[src/rtl/sram_req_adapter_pkg.sv]
// Shared defaults and FSM encoding for the L1 data-array request adapter.
// Pure declarations; no logic or latency of its own.
package sram_adapter_pkg;

    localparam int DEF_ADDR_WIDTH = 9;
    localparam int DEF_DATA_WIDTH = 128;
    localparam int DEF_MASK_WIDTH = 4;
    localparam int DEF_RESP_DEPTH = 3;

    typedef enum logic {
        SCRUB = 1'b0,
        RUN   = 1'b1
    } state_e;

    // Occupancy counter must be able to represent a completely full FIFO.
    function automatic int count_width(input int depth);
        return $clog2(depth + 1);
    endfunction

endpackage

[src/rtl/sram_req_adapter_resp_fifo.sv]
// Generic synchronous FIFO: registered storage, head visible the cycle after push.
// Push is ignored when full and pop when empty; the producer owns flow control.
module resp_fifo #(
    parameter int WIDTH = 128,
    parameter int DEPTH = 3,
    localparam int PW = (DEPTH > 1) ? $clog2(DEPTH) : 1,
    localparam int CW = $clog2(DEPTH + 1)
) (
    input  logic             clk,
    input  logic             rstn,
    input  logic             push,
    input  logic [WIDTH-1:0] push_data,
    input  logic             pop,
    output logic [WIDTH-1:0] head,
    output logic             full,
    output logic             empty,
    output logic [CW-1:0]    count
);

    logic [WIDTH-1:0] mem [DEPTH];
    logic [PW-1:0]    wr_ptr;
    logic [PW-1:0]    rd_ptr;
    logic             do_push;
    logic             do_pop;

    // Pointers wrap at DEPTH, which need not be a power of two.
    function automatic logic [PW-1:0] bump(input logic [PW-1:0] p);
        return (p == PW'(DEPTH - 1)) ? '0 : p + 1'b1;
    endfunction

    assign do_push = push & ~full;
    assign do_pop  = pop & ~empty;
    assign full    = (count == CW'(DEPTH));
    assign empty   = (count == '0);
    assign head    = mem[rd_ptr];

    always_ff @(posedge clk or negedge rstn) begin
        if (!rstn) begin
            wr_ptr <= '0;
            rd_ptr <= '0;
            count  <= '0;
        end else begin
            if (do_push) begin
                wr_ptr <= bump(wr_ptr);
            end
            if (do_pop) begin
                rd_ptr <= bump(rd_ptr);
            end
            case ({do_push, do_pop})
                2'b10:   count <= count + 1'b1;
                2'b01:   count <= count - 1'b1;
                default: count <= count;
            endcase
        end
    end

    always_ff @(posedge clk) begin
        if (do_push) begin
            mem[wr_ptr] <= push_data;
        end
    end

endmodule

[src/rtl/sram_req_adapter.sv]
// Valid/ready front end for a 1-cycle single-port SRAM; zero-scrubs the array after reset.
// Read accept to resp_valid is 2 cycles; reads are credit-limited by FIFO space, never by resp_ready.
module sram_req_adapter
    import sram_adapter_pkg::*;
#(
    parameter int ADDR_WIDTH = DEF_ADDR_WIDTH,
    parameter int DATA_WIDTH = DEF_DATA_WIDTH,
    parameter int MASK_WIDTH = DEF_MASK_WIDTH,
    parameter int RESP_DEPTH = DEF_RESP_DEPTH
) (
    input  logic                  clk,
    input  logic                  rstn,
    input  logic                  req_valid,
    output logic                  req_ready,
    input  logic                  req_write,
    input  logic [ADDR_WIDTH-1:0] req_addr,
    input  logic [MASK_WIDTH-1:0] req_wmask,
    input  logic [DATA_WIDTH-1:0] req_wdata,
    output logic                  resp_valid,
    input  logic                  resp_ready,
    output logic [DATA_WIDTH-1:0] resp_rdata,
    output logic                  init_done,
    output logic                  sram_en,
    output logic                  sram_wmode,
    output logic [ADDR_WIDTH-1:0] sram_addr,
    output logic [MASK_WIDTH-1:0] sram_wmask,
    output logic [DATA_WIDTH-1:0] sram_wdata,
    input  logic [DATA_WIDTH-1:0] sram_rdata
);

    localparam int CW = count_width(RESP_DEPTH);

    state_e                state_q;
    state_e                state_d;
    logic [ADDR_WIDTH-1:0] scrub_addr_q;
    logic                  inflight_q;
    logic                  accept;
    logic                  read_credit;
    logic [CW:0]           credits_used;
    logic [CW-1:0]         count;
    logic                  full;
    logic                  empty;
    logic                  push;
    logic                  pop;

    // A read holds a credit from accept until its data leaves the FIFO,
    // so FIFO space is guaranteed before the SRAM returns data.
    assign credits_used = {{CW{1'b0}}, inflight_q} + {1'b0, count};
    assign read_credit  = (credits_used < (CW+1)'(RESP_DEPTH));

    always_ff @(posedge clk or negedge rstn) begin
        if (!rstn) begin
            state_q      <= SCRUB;
            scrub_addr_q <= '0;
            inflight_q   <= 1'b0;
        end else begin
            state_q    <= state_d;
            inflight_q <= accept & ~req_write;
            if (state_q == SCRUB) begin
                scrub_addr_q <= scrub_addr_q + 1'b1;
            end
        end
    end

    always_comb begin
        state_d    = state_q;
        req_ready  = 1'b0;
        accept     = 1'b0;
        sram_en    = 1'b0;
        sram_wmode = 1'b0;
        sram_addr  = req_addr;
        sram_wmask = req_wmask;
        sram_wdata = req_wdata;
        case (state_q)
            SCRUB: begin
                sram_en    = 1'b1;
                sram_wmode = 1'b1;
                sram_addr  = scrub_addr_q;
                sram_wmask = '1;
                sram_wdata = '0;
                if (scrub_addr_q == '1) begin
                    state_d = RUN;
                end
            end
            RUN: begin
                req_ready  = req_write | read_credit;
                accept     = req_valid & req_ready;
                sram_en    = accept;
                sram_wmode = req_write;
            end
            default: state_d = SCRUB;
        endcase
    end

    assign push       = inflight_q;
    assign pop        = resp_valid & resp_ready;
    assign resp_valid = ~empty;
    assign init_done  = (state_q == RUN);

    resp_fifo #(
        .WIDTH (DATA_WIDTH),
        .DEPTH (RESP_DEPTH)
    ) u_resp_fifo (
        .clk       (clk),
        .rstn      (rstn),
        .push      (push),
        .push_data (sram_rdata),
        .pop       (pop),
        .head      (resp_rdata),
        .full      (full),
        .empty     (empty),
        .count     (count)
    );

    a_no_overflow: assert property (@(posedge clk) disable iff (!rstn) !(push && full));
    a_no_accept_in_scrub: assert property (@(posedge clk) disable iff (!rstn)
        (state_q == SCRUB) |-> !req_ready);

endmodule

[config.mk]
export PLATFORM = sky130hd
export DESIGN_NAME = sram_req_adapter
export DESIGN_NICKNAME = d
export VERILOG_FILES = /design/src/rtl/sram_req_adapter_pkg.sv /design/src/rtl/sram_req_adapter_resp_fifo.sv /design/src/rtl/sram_req_adapter.sv
export SDC_FILE = /design/constraint.sdc
export NUM_CORES = 1
export LEC_CHECK = 0
export ABC_AREA = 1
export BUFFER_PORTS_ARGS = -buffer_cell sky130_fd_sc_hd__buf_2
export CAP_MARGIN = 5
export CORE_AREA = 3 3 211 213
export DETAILED_ROUTE_END_ITERATION = 8
export DIE_AREA = 0 0 214 216
export HOLD_SLACK_MARGIN = 0.05
export PLACE_DENSITY = 0.67
export SYNTH_ARGS = -nofsm -noshare
export SYNTH_HDL_FRONTEND = slang
export SYNTH_SLANG_ARGS = --single-unit
[constraint.sdc]
create_clock -name clk -period 11.4 [get_ports clk]
set_input_delay 0.57 -clock clk [delete_from_list [all_inputs] [get_ports clk]]
set_output_delay 0.57 -clock clk [all_outputs]
set_load 0.03 [all_outputs]
==> flow_summary.json, run 1 <==
{
  "cts.sinks": 401,
  "finClkSkew_ns": 0.0150,
  "pin_count": 548,
  "antenna_found_initial": 12,
  "critPathMaxFanout": 83,
  "cts_buffers": 42,
  "finalCriticalPeriod_ns": 3.50,
  "antenna_left": 0,
  "synth_warnings": 0,
  "wirelength_mm": 50.3,
  "clock_latency_ns": 0.55,
  "worstPathCellList": "nor2_4 > buf_4 > nand2_1 > nand3_1 > buf_2",
  "grt_pass1_wl_mm": 73.7,
  "ys_types": 18,
  "min_to": "u_resp_fifo.mem[2][12]",
  "multi_input_area_sq_um": 3070,
  "whs_path_depth": 1,
  "fill_cells": 3923,
  "reg2reg_from": "u_resp_fifo.count[0]",
  "grtUsageTotal_pct": 21.0,
  "slowest_delay_ns": 0.84,
  "worst_pin_slew_ns": 1.12,
  "grt_most_used_layer": "met2",
  "htree_levels": 2,
  "yosysSeqAreaShare_pct": 75.4,
  "syn_to_final_growth_pct": 29.3,
  "wl_per_cell_um": 20.0,
  "cts_tree": "yes",
  "hold_class": "in -> reg",
  "critPathCaptureType": "output port",
  "ir_drop_mv": 0.201,
  "regArea_sq_um": 12000,
  "max_freq_ghz": 0.286,
  "overflow": 0,
  "path_clk_slew_ns": 0.06,
  "die_h_um": 216,
  "dr.pass1.iters": 5,
  "yosys_register_bits": 401,
  "post-route-period-util_pct": 30.7,
  "drc": 0,
  "initial_core_util_pct": 37.0,
  "ctsResizeCount": 0,
  "slew_headroom_pct": 25.1,
  "core_sq_um": 42900,
  "r2r_cells": 4,
  "finalPower_uw": 4380,
  "syn_avg_cell_area_sq_um": 11.7,
  "drive_gt1_share_pct": 32.6,
  "finalSetupTns_ns": 0,
  "drv_slew": 0,
  "cap_violations": 0,
  "arrival_ns": 2.93,
  "rsz0062_at_grt": "false",
  "cpMaxStageDelayCell": "dfrtp_4",
  "via_per_inst": 4.70,
  "syn_nets": 1630,
  "hold_viol": 0,
  "nNetsFinal": 2173,
  "dp_hpwl_mm": 35.3,
  "reg2reg_slack_ns": 8.43,
  "powerDensity_nw_per_um2": 214,
  "grt_max_degree": 87,
  "min-delay-start": "sram_rdata[12]",
  "row_count": 76,
  "grt_pass1_vias": 11800,
  "criticalPathCategory": "reg -> out",
  "vias": 11800,
  "clock-root-buffer": "clkbuf_16",
  "leakage_uw": 0.00957,
  "port_buffers": 547,
  "drt_iter0_markers": 900,
  "dieWidth_um": 214,
  "synth_area_sq_um": 15900,
  "cp.required_ns": 10.83,
  "die_area_sq_um": 46200,
  "grt_util_met2_pct": 36.1,
  "gp_congestion": 0.927,
  "use_met1_pct": 26.6,
  "r2r_end": "u_resp_fifo.mem[0][85]",
  "clk_path_buf_depth": 3,
  "finalSetupViolations": 0,
  "syn_inst": 1351,
  "status": "finished clean",
  "start_kind": "flip-flop",
  "grtUsageMet3_pct": 6.03
}
## power by group
group / total (uW) / switching [uW] / internal (uW)
Combinational: 1390 / 1040 / 353
Clock: 1320 / 541 / 780
Sequential: 1670 / 48.2 / 1620
Total: 4380 / 1630 / 2750
## stage by stage
stage,std cells,cell area (sq um),hold slack [ns],utilization [%],worst slack [ns]
finish,2515,20500,0.216,47.8,7.90
CTS,2510,20500,0.170,47.8,7.77
global placement,2434,19200,0.488,44.7,8.37
global route,2514,20500,0.186,47.8,7.71
floorplan,1351,15900,0.274,-,1.13
detailed placement,2434,19200,0.489,44.7,8.36
## routing by layer
metal  wire length, um  part of all wire (%)
met1             20500                    41
met2             25400                    50
met3              3570                   7.1
met4               790                   1.6
met5                74                  0.15
## final cells by class
type	count	share of cell area, %
Inverter	151	2.81
Clock inverter	24	1.07
Antenna cell	5	0.0610
Clock buffer	51	5.39
Tap cell	585	3.57
Sequential cell	401	58.3
Multi-Input combinational cell	739	14.9
Timing Repair Buffer	559	13.8
## worst max-delay path: cells and delay by family, from the launching register on
kind / cells / cell delay (ns)
and+or+nand+nor: 3 / 0.55
DFF: 1 / 0.84
buffers and inverters: 2 / 0.96
## state kept, by name, summed over array words and instances, names as in the netlist
name / cells
u_resp_fifo.rd_ptr: 2
u_resp_fifo.wr_ptr: 2
init_done: 1
inflight_q: 1
scrub_addr_q: 9
u_resp_fifo.mem: 384
u_resp_fifo.count: 2
## layout by cell type (no fill, tap or decap), types with 8 or more instances in the layout
cell and count:
buf_2 547, buf_4 11, clkbuf_1 8, clkbuf_16 43, clkinv_1 11, dfrtp_1 15, edfxtp_1 384, inv_1 149
nand2_1 566, nand3_1 137
## worst max-delay path by stage
stage                                from                      to  slack [ns]  depth (start not counted)
detailed placement   u_resp_fifo.count[0]  u_resp_fifo.mem[0][86]        8.36                          4
finish              u_resp_fifo.rd_ptr[1]          resp_rdata[17]        7.90                          5
global placement     u_resp_fifo.count[0]  u_resp_fifo.mem[1][72]        8.37                          4
floorplan            u_resp_fifo.count[0]   u_resp_fifo.mem[2][0]        1.13                          3
global route        u_resp_fifo.rd_ptr[1]          resp_rdata[79]        7.71                          5
CTS                 u_resp_fifo.rd_ptr[1]          resp_rdata[17]        7.77                          5
## Yosys cell counts
library cell | n | area [sq um]
o21ai_0 | 7 | 35.0
nand2_1 | 566 | 2120
xor2_1 | 2 | 17.5
clkbuf_1 | 10 | 37.5
nor3_1 | 2 | 10.0
nand4_1 | 2 | 12.5
or2_2 | 6 | 37.5
nor2_1 | 8 | 30.0
edfxtp_1 | 384 | 11500
a21boi_0 | 1 | 7.51
nand3_1 | 137 | 686
a21oi_1 | 1 | 5.00
xnor2_1 | 2 | 17.5
inv_1 | 151 | 567
ha_1 | 5 | 62.6
dfrtp_1 | 17 | 425
buf_2 | 48 | 240
buf_4 | 2 | 15.0
## logic make-up (layout without fill, tap and decap cells)
kind of cell	count (synthesis)	count (layout)	share of synthesized area (%)
XOR/XNOR	4	4	0.221
flip-flops	401	401	75.4
AND/OR/NAND/NOR	721	721	18.3
other	0	5	0
adder cells (fa/ha/maj)	5	5	0.394
buffers and inverters	211	785	5.42
AO/OA/AOI/OAI	9	9	0.300
## repair_timing
action / in CTS / in global routing
buffers inserted: 0 / 0
endpoints found under the hold margin: 17 / 0
hold buffers: 1 / 0
Power figures use the tool's default switching activity.
==> inputs of run 2 (changes only) <==
- clock period: 11.4 -> 3.3 ns (I/O delays scaled with it)
==> run 2 against run 1 <==
  * Non-clock buffer count increased by 141
  * Power rose to 3.6 times the previous value
  * Clock-buffer cell count unchanged
  * Hold slack got worse by 0.077 ns
  * Cell count is 5.5% higher
  * Core utilization grew 3.7 points
  * Combinational power grew to 3.8 times the previous value
  * Sequential power grew to 3.4 times the previous value
  * Sequential share of layout area shrank 4.2 points
  * Largest power group unchanged
  * Highest routed layer unchanged
==> flow_summary.json, run 2 (synthesis gave the netlist of run 1 again) <==
{
  "status": "finished clean",
  "finalCriticalPeriod_ns": 2.62,
  "cp.required_ns": 3.13,
  "via_per_inst": 4.64,
  "drv_slew": 0,
  "grt_max_degree": 83,
  "postCtsSetupRepairBufs": 0,
  "grtUsageTotal_pct": 21.6,
  "port_buffers": 547,
  "antenna_left": 0,
  "core_sq_um": 42900,
  "multi_input_area_sq_um": 3080,
  "slowest_delay_ns": 0.64,
  "switchingPower_uw": 5750,
  "critPathCaptureType": "output port",
  "drc": 0,
  "regArea_sq_um": 12000,
  "cpMaxStageDelayCell": "nor2_4",
  "cts.sinks": 401,
  "start_kind": "flip-flop",
  "cts_tree": "yes",
  "criticalPathCategory": "reg -> out",
  "power.share.clock_pct": 30.3,
  "stdcell_count": 2654,
  "die_h_um": 216,
  "vias": 12300,
  "dr.pass1.iters": 5,
  "pin_count": 548,
  "layout_common_cells": "566 x nand2_1, 547 x buf_2, 384 x edfxtp_1, 148 x inv_1, 137 x nand3_1",
  "cts_buffers": 41,
  "overflow": 0,
  "r2r_cells": 4,
  "dieWidth_um": 214,
  "initial_core_util_pct": 37.0,
  "arrival_ns": 2.45,
  "drt_iter0_markers": 764,
  "worstPathCellList": "nor2_4 > buf_12 > nand2_1 > nand3_1 > buf_2",
  "max_freq_ghz": 0.382,
  "row_count": 76,
  "fill_cells": 3757,
  "drive_gt1_share_pct": 31.4,
  "syn_to_final_growth_pct": 39.3,
  "grt_pass1_wl_mm": 76.0,
  "critPathMaxFanout": 41,
  "clock_latency_ns": 0.55,
  "wl_per_cell_um": 19.4,
  "worst_pin_slew_ns": 1.05,
  "clk_path_buf_depth": 3,
  "wirelength_mm": 51.5,
  "finClkSkew_ns": 0.00772,
  "dp_hpwl_mm": 35.1,
  "antenna_found_initial": 6,
  "p_comb_share_pct": 33.6,
  "largest_reg_flops": 384,
  "rsz0062_at_grt": "false",
  "finalPower_uw": 15600,
  "hold_class": "in -> async",
  "grt_pass1_vias": 12300,
  "gp_congestion": 1.00,
  "cts_hold_buf": 132,
  "post-route-period-util_pct": 79.4,
  "layout_commonest_cell": "nand2_1",
  "dp_cells": 2444,
  "power_switching_share_pct": 36.9,
  "clock-root-buffer": "clkbuf_16",
  "nNetsFinal": 2313,
  "top_regs": "u_resp_fifo.mem: 384 flops, scrub_addr_q: 9 flops",
  "seqPwrFrac_pct": 36.1,
  "cap_violations": 0,
  "htree_levels": 2,
  "slew_headroom_pct": 29.8,
  "p_int_uw": 9850,
  "finalSetupTns_ns": 0,
  "leakage_uw": 0.0102,
  "registers.top_by_ff_count": "u_resp_fifo.mem",
  "hold_viol": 0,
  "powerDensity_nw_per_um2": 706,
  "ir_drop_mv": 0.539,
  "path_clk_slew_ns": 0.06,
  "die_area_sq_um": 46200,
  "ctsResizeCount": 0,
  "finalSetupViolations": 0
}
-- run 2: final cells by class --
cell class                 count  area share, %
tap                          585           3.31
timing repair buffer         700           19.7
multi-input combinational    739           13.9
inverter                     151           2.60
antenna                        2         0.0227
clock inverter                25           1.31
clock buffer                  51           5.00
sequential                   401           54.2
-- run 2: worst paths after layout --
kind	startpoint	endpoint	slack, ns
worst max-delay path	u_resp_fifo.rd_ptr[1]	resp_rdata[98]	0.68
worst min-delay path	rstn	init_done	0.14
worst max register to register	u_resp_fifo.count[0]	u_resp_fifo.mem[0][93]	1.24
worst min register to register	scrub_addr_q[7]	scrub_addr_q[7]	0.50
max in group asynchronous	rstn	u_resp_fifo.rd_ptr[1]	2.82
min in group clk	sram_rdata[43]	u_resp_fifo.mem[0][43]	0.35
-- run 2: layer usage --
metal / up-vias / part of all wire, % / GRT usage [%]
li1: 5812 / - / -
met1: 5901 / 39 / 26.4
met2: 517 / 50 / 37.6
met3: 75 / 7.7 / 5.79
met4: 6 / 2.6 / 6.23
met5: - / 0.062 / 0
-- run 2: through the flow --
stage                     cell area [sq um]  util, %  setup WS [ns]  hold slack (ns)
final                                 22100     51.5          0.681            0.139
after global routing                  22100     51.5          0.537            0.139
after CTS                             22100     51.5          0.586            0.119
after detailed placement              19400     45.2           1.22            0.134
after global placement                19400     45.2           1.21            0.121
after floorplan                       15900        -         -0.924           -0.131
-- run 2: power by group through the flow --
stage / registers, uW / clock network (uW) / logic [uW]
2_1_floorplan: 5730 / 0 / 3270
3_3_place_gp: 5740 / 0 / 5120
3_5_place_dp: 5740 / 0 / 5140
4_1_cts: 5630 / 4840 / 5300
5_1_grt: 5630 / 5060 / 5610
6_report: 5630 / 4730 / 5230
-- run 2: critical path, delay by kind of cell, from the launching register on --
family / cells / cell delay (ns)
flops: 1 / 0.51
buf+inv: 2 / 0.54
simple gates: 3 / 0.84
==> inputs of run 3 (changes only) <==
- clock period: 3.3 -> 2.5 ns (I/O delays scaled with it)
==> run 3 against run 2 <==
  * First-iteration DRC count increased by 3.7%
  * Sequential cell count stayed put
  * Worst setup slack got worse by 0.49 ns
  * Non-clock buffer count unchanged
  * Core utilization increased by 0.067 points
  * Hold slack worse by 0.082 ns
  * Sequential share of layout area decreased by 0.065 points
  * Clock power up 30%
  * Combinational power rose by 32%
  * Register-to-register slack got worse by 1.0 ns
  * Power grew 32%
  * Critical path type is now reg -> reg
==> flow_summary.json, run 3 (synthesis gave the netlist of run 1 again) <==
{
  "finalCriticalPeriod_ns": 2.30,
  "die_h_um": 216,
  "dr.pass1.iters": 7,
  "htree_levels": 2,
  "placed_cell_area_sq_um": 19400,
  "wl_per_cell_um": 19.0,
  "critPathLaunch": "u_resp_fifo.count[0]",
  "cts_hold_buf": 133,
  "via_per_inst": 4.66,
  "layout_commonest_cell": "nand2_1",
  "whs_ns": 0.0572,
  "row_count": 76,
  "fill_cells": 3767,
  "overflow": 0,
  "criticalPathCategory": "reg -> reg",
  "finClkSkew_ns": 0.0205,
  "post-route-period-util_pct": 92.2,
  "dieWidth_um": 214,
  "finalSetupViolations": 0,
  "layout_common_cells": "566 x nand2_1, 547 x buf_2, 384 x edfxtp_1, 148 x inv_1, 136 x nand3_1",
  "initial_core_util_pct": 37.0,
  "dp_slack_ns": 0.630,
  "cp.required_ns": 2.92,
  "ir_drop_mv": 0.790,
  "ctsResizeCount": 0,
  "start_kind": "flip-flop",
  "gp_congestion": 0.941,
  "leakage_uw": 0.0102,
  "core_sq_um": 42900,
  "arrival_ns": 2.72,
  "antenna_found_initial": 5,
  "dp_hpwl_mm": 35.3,
  "path_clk_slew_ns": 0.06,
  "reg2reg_from": "u_resp_fifo.count[0]",
  "cap_violations": 0,
  "pin_count": 548,
  "drv_slew": 0,
  "cts_buffers": 42,
  "grt_max_degree": 97,
  "status": "finished clean",
  "die_area_sq_um": 46200,
  "port_buffers": 547,
  "rsz0062_at_grt": "false",
  "syn_to_final_growth_pct": 39.4,
  "critPathCaptureType": "flip-flop",
  "registers.top_by_ff_count": "u_resp_fifo.mem",
  "worst_pin_slew_ns": 0.554,
  "hold_class": "in -> async",
  "nNetsFinal": 2314,
  "grt_pass1_vias": 12300,
  "top_regs": "u_resp_fifo.mem: 384 flops, scrub_addr_q: 9 flops",
  "drc": 0,
  "fin_area_sq_um": 22100,
  "largest_reg_flops": 384,
  "critPathMaxFanout": 6,
  "cts_tree": "yes",
  "slew_headroom_pct": 63.0,
  "wirelength_mm": 50.5,
  "clock-root-buffer": "clkbuf_16",
  "clk_path_buf_depth": 3,
  "drive_gt1_share_pct": 31.0,
  "cts.sinks": 401,
  "powerDensity_nw_per_um2": 928,
  "hold_viol": 0,
  "max_freq_ghz": 0.434,
  "drt_iter0_markers": 792,
  "postCtsSetupRepairBufs": 0,
  "grt_pass1_wl_mm": 74.6,
  "clock_latency_ns": 0.55,
  "antenna_left": 0,
  "grtUsageTotal_pct": 21.0,
  "vias": 12400,
  "setup_slack_ns": 0.196
}
-- run 3: path summary, 6_finish.rpt --
kind | end | slack, ns | cells after the start
max reg2reg | inflight_q | 0.20 | 8
min | scrub_addr_q[0] | 0.06 | 2
max in group asynchronous | u_resp_fifo.rd_ptr[1] | 2.11 | 2
min reg2reg | scrub_addr_q[4] | 0.51 | 2
max | inflight_q | 0.20 | 8
min in group clk | u_resp_fifo.mem[1][9] | 0.31 | 2
-- run 3: through the flow --
step / power [uW] / setup TNS [ns] / std cells / util, %
after floorplan: 11900 / -323.52 / 1351 / -
after global placement: 14300 / 0 / 2443 / 45.2
after detailed placement: 14400 / 0 / 2443 / 45.2
after CTS: 20800 / 0 / 2650 / 51.5
after global routing: 21500 / 0 / 2653 / 51.6
final: 20500 / 0 / 2654 / 51.6
-- run 3: layer usage --
metal  up-vias  track usage (%)  wire length (um)
met3        76             6.05              4040
met5         -                0                 0
li1       5809                -                 -
met4         0             7.46              1560
met1      5972             25.6             19700
met2       501             35.9             25100
-- run 3: final cells by class --
class                      instances  area, sq um  share of cell area, %
inverter                         151          574                   2.60
multi-input combinational        739         3090                   14.0
antenna                            4         10.0                 0.0453
sequential                       401        12000                   54.1
tap                              585          732                   3.31
clock inverter                    26          304                   1.37
timing repair buffer             700         4370                   19.8
clock buffer                      48         1070                   4.85
-- run 3: critical path, cell delays in order, from the launching register on --
cell and delay [ns]:
dfrtp_2 0.45, ha_1 0.20, ha_1 0.26, nand2_1 0.07, nand2_1 0.14, nand2_1 0.10, nand2_1 0.07, dlygate4sd3_1 0.57
nor2_1 0.30
-- run 3: where the power goes --
part | switching [uW] | internal (uW)
sequential | 55.7 | 7390
combinational | 5020 | 1870
clock | 2530 | 3640
total | 7610 | 12900
